--- config.mk ---
export PLATFORM = sky130hd
export DESIGN_NAME = solver_dispatch
export DESIGN_NICKNAME = d
export VERILOG_FILES = /design/src/rtl/solver_dispatch.sv
export SDC_FILE = /design/constraint.sdc
export NUM_CORES = 2
export LEC_CHECK = 0
export CAP_MARGIN = 20
export CORE_MARGIN = 2
export CORE_UTILIZATION = 55
export CTS_CLUSTER_SIZE = 10
export DETAILED_ROUTE_END_ITERATION = 7
export PLACE_DENSITY = 0.7
export SYNTH_ARGS = -nofsm -noshare
export SYNTH_HDL_FRONTEND = slang
export SYNTH_SLANG_ARGS = --single-unit
--- constraint.sdc ---
create_clock -name iCLOCK -period 26.3 [get_ports iCLOCK]
set_input_delay 5.26 -clock iCLOCK [delete_from_list [all_inputs] [get_ports iCLOCK]]
set_output_delay 5.26 -clock iCLOCK [all_outputs]
set_load 0.05 [all_outputs]
--- src/rtl/solver_dispatch.sv ---
// rtl/solver_dispatch.sv - host task queue, credit-gated issue to a multi-context solver, result queue.
// Dummy terminal boards are driven whenever no real task may be issued, so the solver never stalls.
module solver_dispatch #(
  parameter int TASK_DEPTH = 8,
  parameter int RES_DEPTH  = 16,
  parameter int NCTX       = 16
) (
  input  logic        iCLOCK,
  input  logic        inRESET,
  input  logic        iTaskValid,
  output logic        oTaskReady,
  input  logic [63:0] iTaskPlayer,
  input  logic [63:0] iTaskOpponent,
  input  logic [7:0]  iTaskTag,
  output logic [63:0] oSolvPlayer,
  output logic [63:0] oSolvOpponent,
  input  logic        iSolvTake,
  input  logic        iSolvSolved,
  input  logic [3:0]  iSolvCtx,
  input  logic [7:0]  iSolvRes,
  output logic        oResValid,
  input  logic        iResReady,
  output logic [7:0]  oResTag,
  output logic [7:0]  oResScore,
  output logic [4:0]  oInFlight
);

  localparam int TP_W  = (TASK_DEPTH > 1) ? $clog2(TASK_DEPTH) : 1;
  localparam int TC_W  = $clog2(TASK_DEPTH + 1);
  localparam int RP_W  = (RES_DEPTH > 1) ? $clog2(RES_DEPTH) : 1;
  localparam int RC_W  = $clog2(RES_DEPTH + 1);
  localparam int CTX_W = (NCTX > 1) ? $clog2(NCTX) : 1;

  localparam logic [63:0] DUMMY_PLAYER   = 64'hFFFF_FFFF_FFFF_FFFF;
  localparam logic [63:0] DUMMY_OPPONENT = 64'h0;

  logic [63:0]     task_player_mem [TASK_DEPTH];
  logic [63:0]     task_opp_mem    [TASK_DEPTH];
  logic [7:0]      task_tag_mem    [TASK_DEPTH];
  logic [TP_W-1:0] task_wr_q, task_rd_q;
  logic [TC_W-1:0] task_cnt_q, task_cnt_d;

  logic [15:0]     res_mem [RES_DEPTH];
  logic [RP_W-1:0] res_wr_q, res_rd_q;
  logic [RC_W-1:0] res_cnt_q, res_cnt_d;

  logic [NCTX-1:0] tag_valid_q;
  logic [7:0]      tag_val_q [NCTX];

  logic [4:0]      inflight_q, inflight_d;
  logic            ready_q;

  logic            task_push, task_pop, task_nonempty;
  logic            res_push, res_pop, res_nonempty;
  logic            issue_en, solved_hit;
  logic [6:0]      occupancy;
  logic [CTX_W-1:0] ctx;

  assign ctx           = iSolvCtx[CTX_W-1:0];
  assign task_nonempty = (task_cnt_q != '0);
  assign res_nonempty  = (res_cnt_q != '0);
  assign oTaskReady    = ready_q && (task_cnt_q < TC_W'(TASK_DEPTH));

  // Credits come from registered occupancy only, so a same-cycle result push cannot unlock an issue.
  assign occupancy = 7'(res_cnt_q) + 7'(inflight_q);
  assign issue_en  = task_nonempty && (occupancy < 7'(RES_DEPTH));

  assign task_push  = iTaskValid && oTaskReady;
  assign task_pop   = iSolvTake && issue_en;
  assign solved_hit = iSolvSolved && tag_valid_q[ctx];
  assign res_push   = solved_hit;
  assign res_pop    = res_nonempty && iResReady;

  assign oSolvPlayer   = issue_en ? task_player_mem[task_rd_q] : DUMMY_PLAYER;
  assign oSolvOpponent = issue_en ? task_opp_mem[task_rd_q]    : DUMMY_OPPONENT;

  assign oResValid = res_nonempty;
  assign oResTag   = res_nonempty ? res_mem[res_rd_q][15:8] : 8'h00;
  assign oResScore = res_nonempty ? res_mem[res_rd_q][7:0]  : 8'h00;
  assign oInFlight = inflight_q;

  always_comb begin
    task_cnt_d = task_cnt_q + TC_W'(task_push) - TC_W'(task_pop);
    res_cnt_d  = res_cnt_q + RC_W'(res_push) - RC_W'(res_pop);
    inflight_d = inflight_q + 5'(task_pop) - 5'(solved_hit);
  end

  always_ff @(posedge iCLOCK or negedge inRESET) begin
    if (!inRESET) begin
      ready_q     <= 1'b0;
      task_wr_q   <= '0;
      task_rd_q   <= '0;
      task_cnt_q  <= '0;
      res_wr_q    <= '0;
      res_rd_q    <= '0;
      res_cnt_q   <= '0;
      inflight_q  <= '0;
      tag_valid_q <= '0;
    end else begin
      ready_q    <= 1'b1;
      task_cnt_q <= task_cnt_d;
      res_cnt_q  <= res_cnt_d;
      inflight_q <= inflight_d;
      if (task_push)
        task_wr_q <= (task_wr_q == TP_W'(TASK_DEPTH - 1)) ? '0 : task_wr_q + 1'b1;
      if (task_pop)
        task_rd_q <= (task_rd_q == TP_W'(TASK_DEPTH - 1)) ? '0 : task_rd_q + 1'b1;
      if (res_push)
        res_wr_q <= (res_wr_q == RP_W'(RES_DEPTH - 1)) ? '0 : res_wr_q + 1'b1;
      if (res_pop)
        res_rd_q <= (res_rd_q == RP_W'(RES_DEPTH - 1)) ? '0 : res_rd_q + 1'b1;
      // A take on the same context overrides the solved clear; the result already used the old entry.
      if (solved_hit)
        tag_valid_q[ctx] <= 1'b0;
      if (iSolvTake)
        tag_valid_q[ctx] <= task_pop;
    end
  end

  always_ff @(posedge iCLOCK) begin
    if (task_push) begin
      task_player_mem[task_wr_q] <= iTaskPlayer;
      task_opp_mem[task_wr_q]    <= iTaskOpponent;
      task_tag_mem[task_wr_q]    <= iTaskTag;
    end
    if (res_push)
      res_mem[res_wr_q] <= {tag_val_q[ctx], iSolvRes};
    if (task_pop)
      tag_val_q[ctx] <= task_tag_mem[task_rd_q];
  end

  always @(posedge iCLOCK) begin
    if (inRESET)
      assert (!(res_push && (res_cnt_q == RC_W'(RES_DEPTH))));
  end

endmodule

Word-level counts from Yosys, hierarchy flattened
Memories as Yosys holds them, arrays and structs flattened.
Cells that the tools add are included.
{"block": "word_totals", "elab_cells": 65, "reg_bits": 45, "inputBits": 154, "ramBits": 1472, "mem_count": 5}
{"block": "op_classes", "n_mux": 21, "eq_ne": 4, "n_reduce_logical": 9, "n_addsub": 11, "magnitude_cmp": 4, "bitwise": 2}
{"name": "task_opp_mem", "depth": 8, "word_bits": 64, "read_ports": 1, "rd_clocked_by_memory_dff": 0, "wr": 1, "line_no": "38", "source": "logic [63:0] task_opp_mem [TASK_DEPTH];"}
{"name": "task_player_mem", "depth": 8, "word_bits": 64, "read_ports": 1, "rd_clocked_by_memory_dff": 0, "wr": 1, "line_no": "37", "source": "logic [63:0] task_player_mem [TASK_DEPTH];"}
{"name": "res_mem", "depth": 16, "word_bits": 16, "read_ports": 1, "rd_clocked_by_memory_dff": 0, "wr": 1, "line_no": "43", "source": "logic [15:0] res_mem [RES_DEPTH];"}
{"name": "tag_val_q", "depth": 16, "word_bits": 8, "read_ports": 1, "rd_clocked_by_memory_dff": 0, "wr": 1, "line_no": "48", "source": "logic [7:0] tag_val_q [NCTX];"}
{"name": "task_tag_mem", "depth": 8, "word_bits": 8, "read_ports": 1, "rd_clocked_by_memory_dff": 0, "wr": 1, "line_no": "39", "source": "logic [7:0] task_tag_mem [TASK_DEPTH];"}
{"op": "$mux 64", "n": 2}
{"op": "$mux 16", "n": 2}
{"op": "$and 16x16->16", "n": 1}
{"op": "$bwmux 16", "n": 1}
{"op": "$mux 8", "n": 2}
{"op": "$not 16->16", "n": 1}
{"op": "$add 5x1->5", "n": 2}
{"op": "$sub 5x1->5", "n": 2}
{"op": "$add 4x1->4 const B", "n": 2}
{"op": "$eq 4x4->1 const B", "n": 2}
{"op": "$mux 1", "n": 8}
{"op": "$mux 4", "n": 2}
{"op": "$logic_and 1x1->1", "n": 7}
{"op": "$add 3x1->3 const B", "n": 2}
{"op": "$add 5x5->6", "n": 1}
{"op": "$eq 3x3->1 const B", "n": 2}
{"op": "$lt 6x5->1 const B", "n": 1}
{"op": "$mux 3", "n": 2}
{"op": "$lt 4x5->1 const B", "n": 1}
{"op": "$reduce_bool 5->1", "n": 1}
{"op": "$add 4x1->4", "n": 1}
{"op": "$bmux 1 s4", "n": 1}
{"op": "$demux 1 s4", "n": 1}
{"op": "$ge 4x1->1 const B", "n": 1}
{"op": "3 further kinds", "n": 3}

Longest topological paths before layout
{"block": "logic_depth", "depth_word": 9, "depth_mapped": 17}

Worst setup path after synthesis
OpenSTA, ideal clock, no wires.
{"block": "synth_timing", "path_type": "input port to flip-flop", "from": "input iTaskValid", "to": "memory task_opp_mem[0][0], enable pin", "path_buffers": 0, "arrival_time_ns": 14.874, "required_time_ns": 25.502, "setup_slack_ns": 10.628, "stages": 3, "path_cell_list": "nand2_1 -> or2_1 -> nor3_1"}
{"block": "synth_between", "elab_chain_len": 3}
{"item": "from (decl)", "line_no": "10", "source": "input logic iTaskValid,"}
{"item": "$logic_and 1x1->1", "line_no": "68", "source": "assign task_push = iTaskValid && oTaskReady;"}
{"item": "$mux 1", "line_no": "121", "source": "if (task_push) begin"}
{"item": "$mux 1 (implied by the code)", "line_no": "123", "source": "task_opp_mem[task_wr_q] <= iTaskOpponent;"}
{"item": "to (decl)", "line_no": "38"}
Every way passes these cells.

Worst setup path after layout
{"block": "layout_timing", "from": "register task_rd_q[1]", "to": "output oSolvOpponent[5]"}
{"block": "layout_between", "elab_chain_len": 2}
{"item": "from (decl)", "line_no": "40", "source": "logic [TP_W-1:0] task_wr_q, task_rd_q;"}
{"item": "from (signal assigned)", "line_no": "107", "source": "task_rd_q <= (task_rd_q == TP_W'(TASK_DEPTH - 1)) ? '0 : task_rd_q + 1'b1;"}
{"item": "$mem_v2 8x64"}
{"item": "$mux 64", "line_no": "75", "source": "assign oSolvOpponent = issue_en ? task_opp_mem[task_rd_q] : DUMMY_OPPONENT;"}
{"item": "to (decl)", "line_no": "16", "source": "output logic [63:0] oSolvOpponent,"}
Every way passes these cells.

==> impl_results.md <==
- Status: complete, no violations
- Vias: 26956
- Post-synth EDFFs: 1472
- Root Buffer: clkbuf_16
- Slew Limit Fails: 0
- DR vias/cell: 6.11
- Share of cells above drive strength 1: 0.220
- Nets: 3133
- First-pass GRT wire length: 182000 µm
- Setup Skew: 39.5 ps
- CORE AREA: 105000 µm²
- Max-cap violations: 0
- Hold depth: 2
- Yosys reg bits: 1517
- Worst slew pin tran: 1290 ps
- Clock network fraction of total power: 0.272
- Critical path buffers and inverters: 3
- Routed Antenna Nets: 0
- Initial antenna violation count: 25
- Setup TNS Final: 0 ps
- Hold buffers post-CTS: 0
- Total global routing overflow: 0
- H-tree Lvls: 4
- GRT Util Overall: 0.232
- Comb pwr share: 0.339
- Final Cycle Share: 0.391
- Post-layout min period: 10290 ps
- WL per Instance: 28.1 µm
- Post-CTS Resized: 0
- Delay-heaviest family, CP: buffers and inverters
- Worst reg2reg endpoint: tag_val_q[7][4]
- RD Place Congestion: 0.739
- P&R area growth vs syn: 16.5%
- Sequential share of the synthesized area: 0.776
- RSZ-0062 raised after global routing: false
- Yosys top cell area share: 0.757
- Worst-skew pair later-pin latency: 780 ps
- Yosys top cell by area: edfxtp_1
- CP peak stage delay: 950 ps
- Top cells by area, synth: edfxtp_1 (76%), mux4_2 (15%), mux2i_1 (2.3%), dfrtp_1 (1.9%), ha_1 (0.62%)
- Final setup vio count: 0
- Largest net degree at the start of global routing: 189
- Worst Setup EP: oSolvOpponent[5]
- Commonest non-fill, non-tap cell in the layout: edfxtp_1
- Net Sw Power: 2.57 mW
- DRC: 0
- Initial Utilization: 0.555
- Static Leak: 21.7 nW
- Post-Synthesis Net Count: 2752
- Cells after Synth: 2566
- Peak supply drop: 0.139 mV
- Initial drt markers: 2659
- DRT Pass-1 Iters: 5
- R2R depth: 4
- Cell area after synthesis: 58400 µm²
- Final instance area: 68100 µm²
- Post-Syn Area per Cell: 22.8 µm²
- Worst Path Required: 21040 ps
- Fillcell total: 6739
- Worst Path Arrival: 5030 ps
- Total Wirelength: 124000 µm
- Worst Path Class, Setup: register to primary output
- Reg-to-reg startpoint: task_rd_q[1]
- Power density over the cells: 113 nW/µm²
- Clock Path Buffers: 3
- IO Count: 305
- CTS sink cnt: 1517
- Crit path max fanout: 188
- Worst Hold Class: register to register
- Die height: 330 µm
- Area post-placement: 63000 µm²
- Crit. End Element: primary output
- Sequential fraction of design power: 0.389
- CTS tree: yes
- Most frequent cells in the layout: edfxtp_1 (1472), mux4_2 (394), clkdlybuf4s50_1 (301), clkbuf_16 (174), mux2i_1 (132)
- Die X-Extent: 330 µm
- Clock slew at the register clock pins of the worst setup and hold paths: 60 ps
- HPWL Detailed: 65600 µm
- Asr flop ratio synth: 0.0297
- Synth Flop Type: edfxtp_1
- Slowest-stage cell, CP: buf_4
- Crit path depth: 6
- Worst reg2reg setup slack: 22470 ps
- Number of setup buffers added after CTS: 0
- CP Launch Point: task_rd_q[1]
- Slew Limit Headroom: 0.140
- Internal power: 5.10 mW
- F_max: 0.0972 GHz
- IO Port Bufs: 304
- Fin. Hold Viols: 0
- Net Sw Frac: 0.335
- Full die area: 109000 µm²
- CTS buffer count: 172
- Rows: 119
- Synthesis warning total: 0
- CP Cell Sequence: buf_12, buf_4, mux4_2, mux2i_1, nor2_1, clkdlybuf4s50_1
- Netlist cell types: 56
- Vias in the first global route: 28595
- Crit path launch type: register
[power by group through the flow]
stage | Sequential [mW] | Clock [mW] | Combinational [mW]
3_3_place_gp | 3.03 | 0 | 2.56
4_1_cts | 3.00 | 2.12 | 2.62
6_report | 2.98 | 2.09 | 2.60
5_1_grt | 3.00 | 2.22 | 2.76
2_1_floorplan | 2.97 | 0 | 1.87
3_5_place_dp | 3.05 | 0 | 2.60
[through the flow]
stage	instances	utilization	hold WS, ps	power (mW)	worst slack, ps
after detailed placement	4154	0.599	492	5.65	16570
final	4410	0.647	505	7.67	16010
after floorplan	2566	-	466	4.83	10630
after CTS	4391	0.645	504	7.74	15680
after global routing	4407	0.646	533	7.97	15710
after global placement	4154	0.599	482	5.60	16630
[cells by family (layout without fill, tap and decap cells)]
kind of cell,Yosys count,count (layout),synth area share
buffers and inverters,168,612,0.0127
DFF,1517,1517,0.776
other,1,10,0.0000642
AOI/OAI and AO/OA,60,60,0.00647
adders and majority gates,32,32,0.00724
xor gates and xnor gates,12,12,0.00180
and+or+nand+nor,234,234,0.0181
muxes,542,542,0.178
[worst reg2reg max path, delay by kind of cell (launching register included)]
family,cells,cell delay (ps)
buf+inv,2,2060
flops,1,620
mux,2,870
[synth_stat cells (all sizes together), types with 3 or more instances]
cell and number:
a211o 4, buf 75, and3 12, nor2b 5, mux2 16, xnor2 9
o21ai 14, inv 34, nand3 5, a21o 4, ha 29, nor2 88
o22ai 8, fa 3, mux4 394, a21oi 19, dfrtp 45, or2 4
nor4b 3, clkbuf 58, o211a 3, and2 19, mux2i 132, xor2 3
nor3 6, edfxtp 1472, nand2 77, nand2b 6
[per-layer routing]
metal / vias to the layer above / GRT usage / share of wire
li1: 11424 / - / -
met1: 14352 / 0.310 / 0.40
met2: 920 / 0.377 / 0.50
met3: 226 / 0.0586 / 0.076
met4: 34 / 0.0780 / 0.025
met5: - / 0 / 0.0016
[registers in the layout (all words and copies together), names as in the netlist]
signal and cells:
task_opp_mem 512, task_player_mem 512, res_mem 256, tag_val_q 128, task_tag_mem 64, tag_valid_q 16, oInFlight 5, res_cnt_q 5
res_rd_q 4, res_wr_q 4, task_cnt_q 4, task_rd_q 3, task_wr_q 3, ready_q 1
[worst min-delay path by stage]
| stage | start | end | slack (ps) |
|---|---|---|---|
| after floorplan | tag_valid_q[1] | tag_valid_q[1] | 470 |
| after global placement | tag_valid_q[11] | tag_valid_q[11] | 480 |
| after detailed placement | tag_valid_q[8] | tag_valid_q[8] | 490 |
| after CTS | tag_valid_q[8] | tag_valid_q[8] | 500 |
| after global routing | tag_valid_q[13] | tag_valid_q[13] | 530 |
| final | tag_valid_q[8] | tag_valid_q[8] | 510 |
[final cells by class]
cell class              instances  area, µm²  area share
flip-flops and latches       1517      45300       0.666
multi-input cells             881      12500       0.183
clock buffers                 218       4530      0.0666
repair buffers                340       3530      0.0519
well taps                    1391       1740      0.0256
clock inverters                19        300     0.00441
inverters                      35        134     0.00197
diodes                          9       22.5    0.000331
Note: power is estimated with default switching activity, not from simulation.
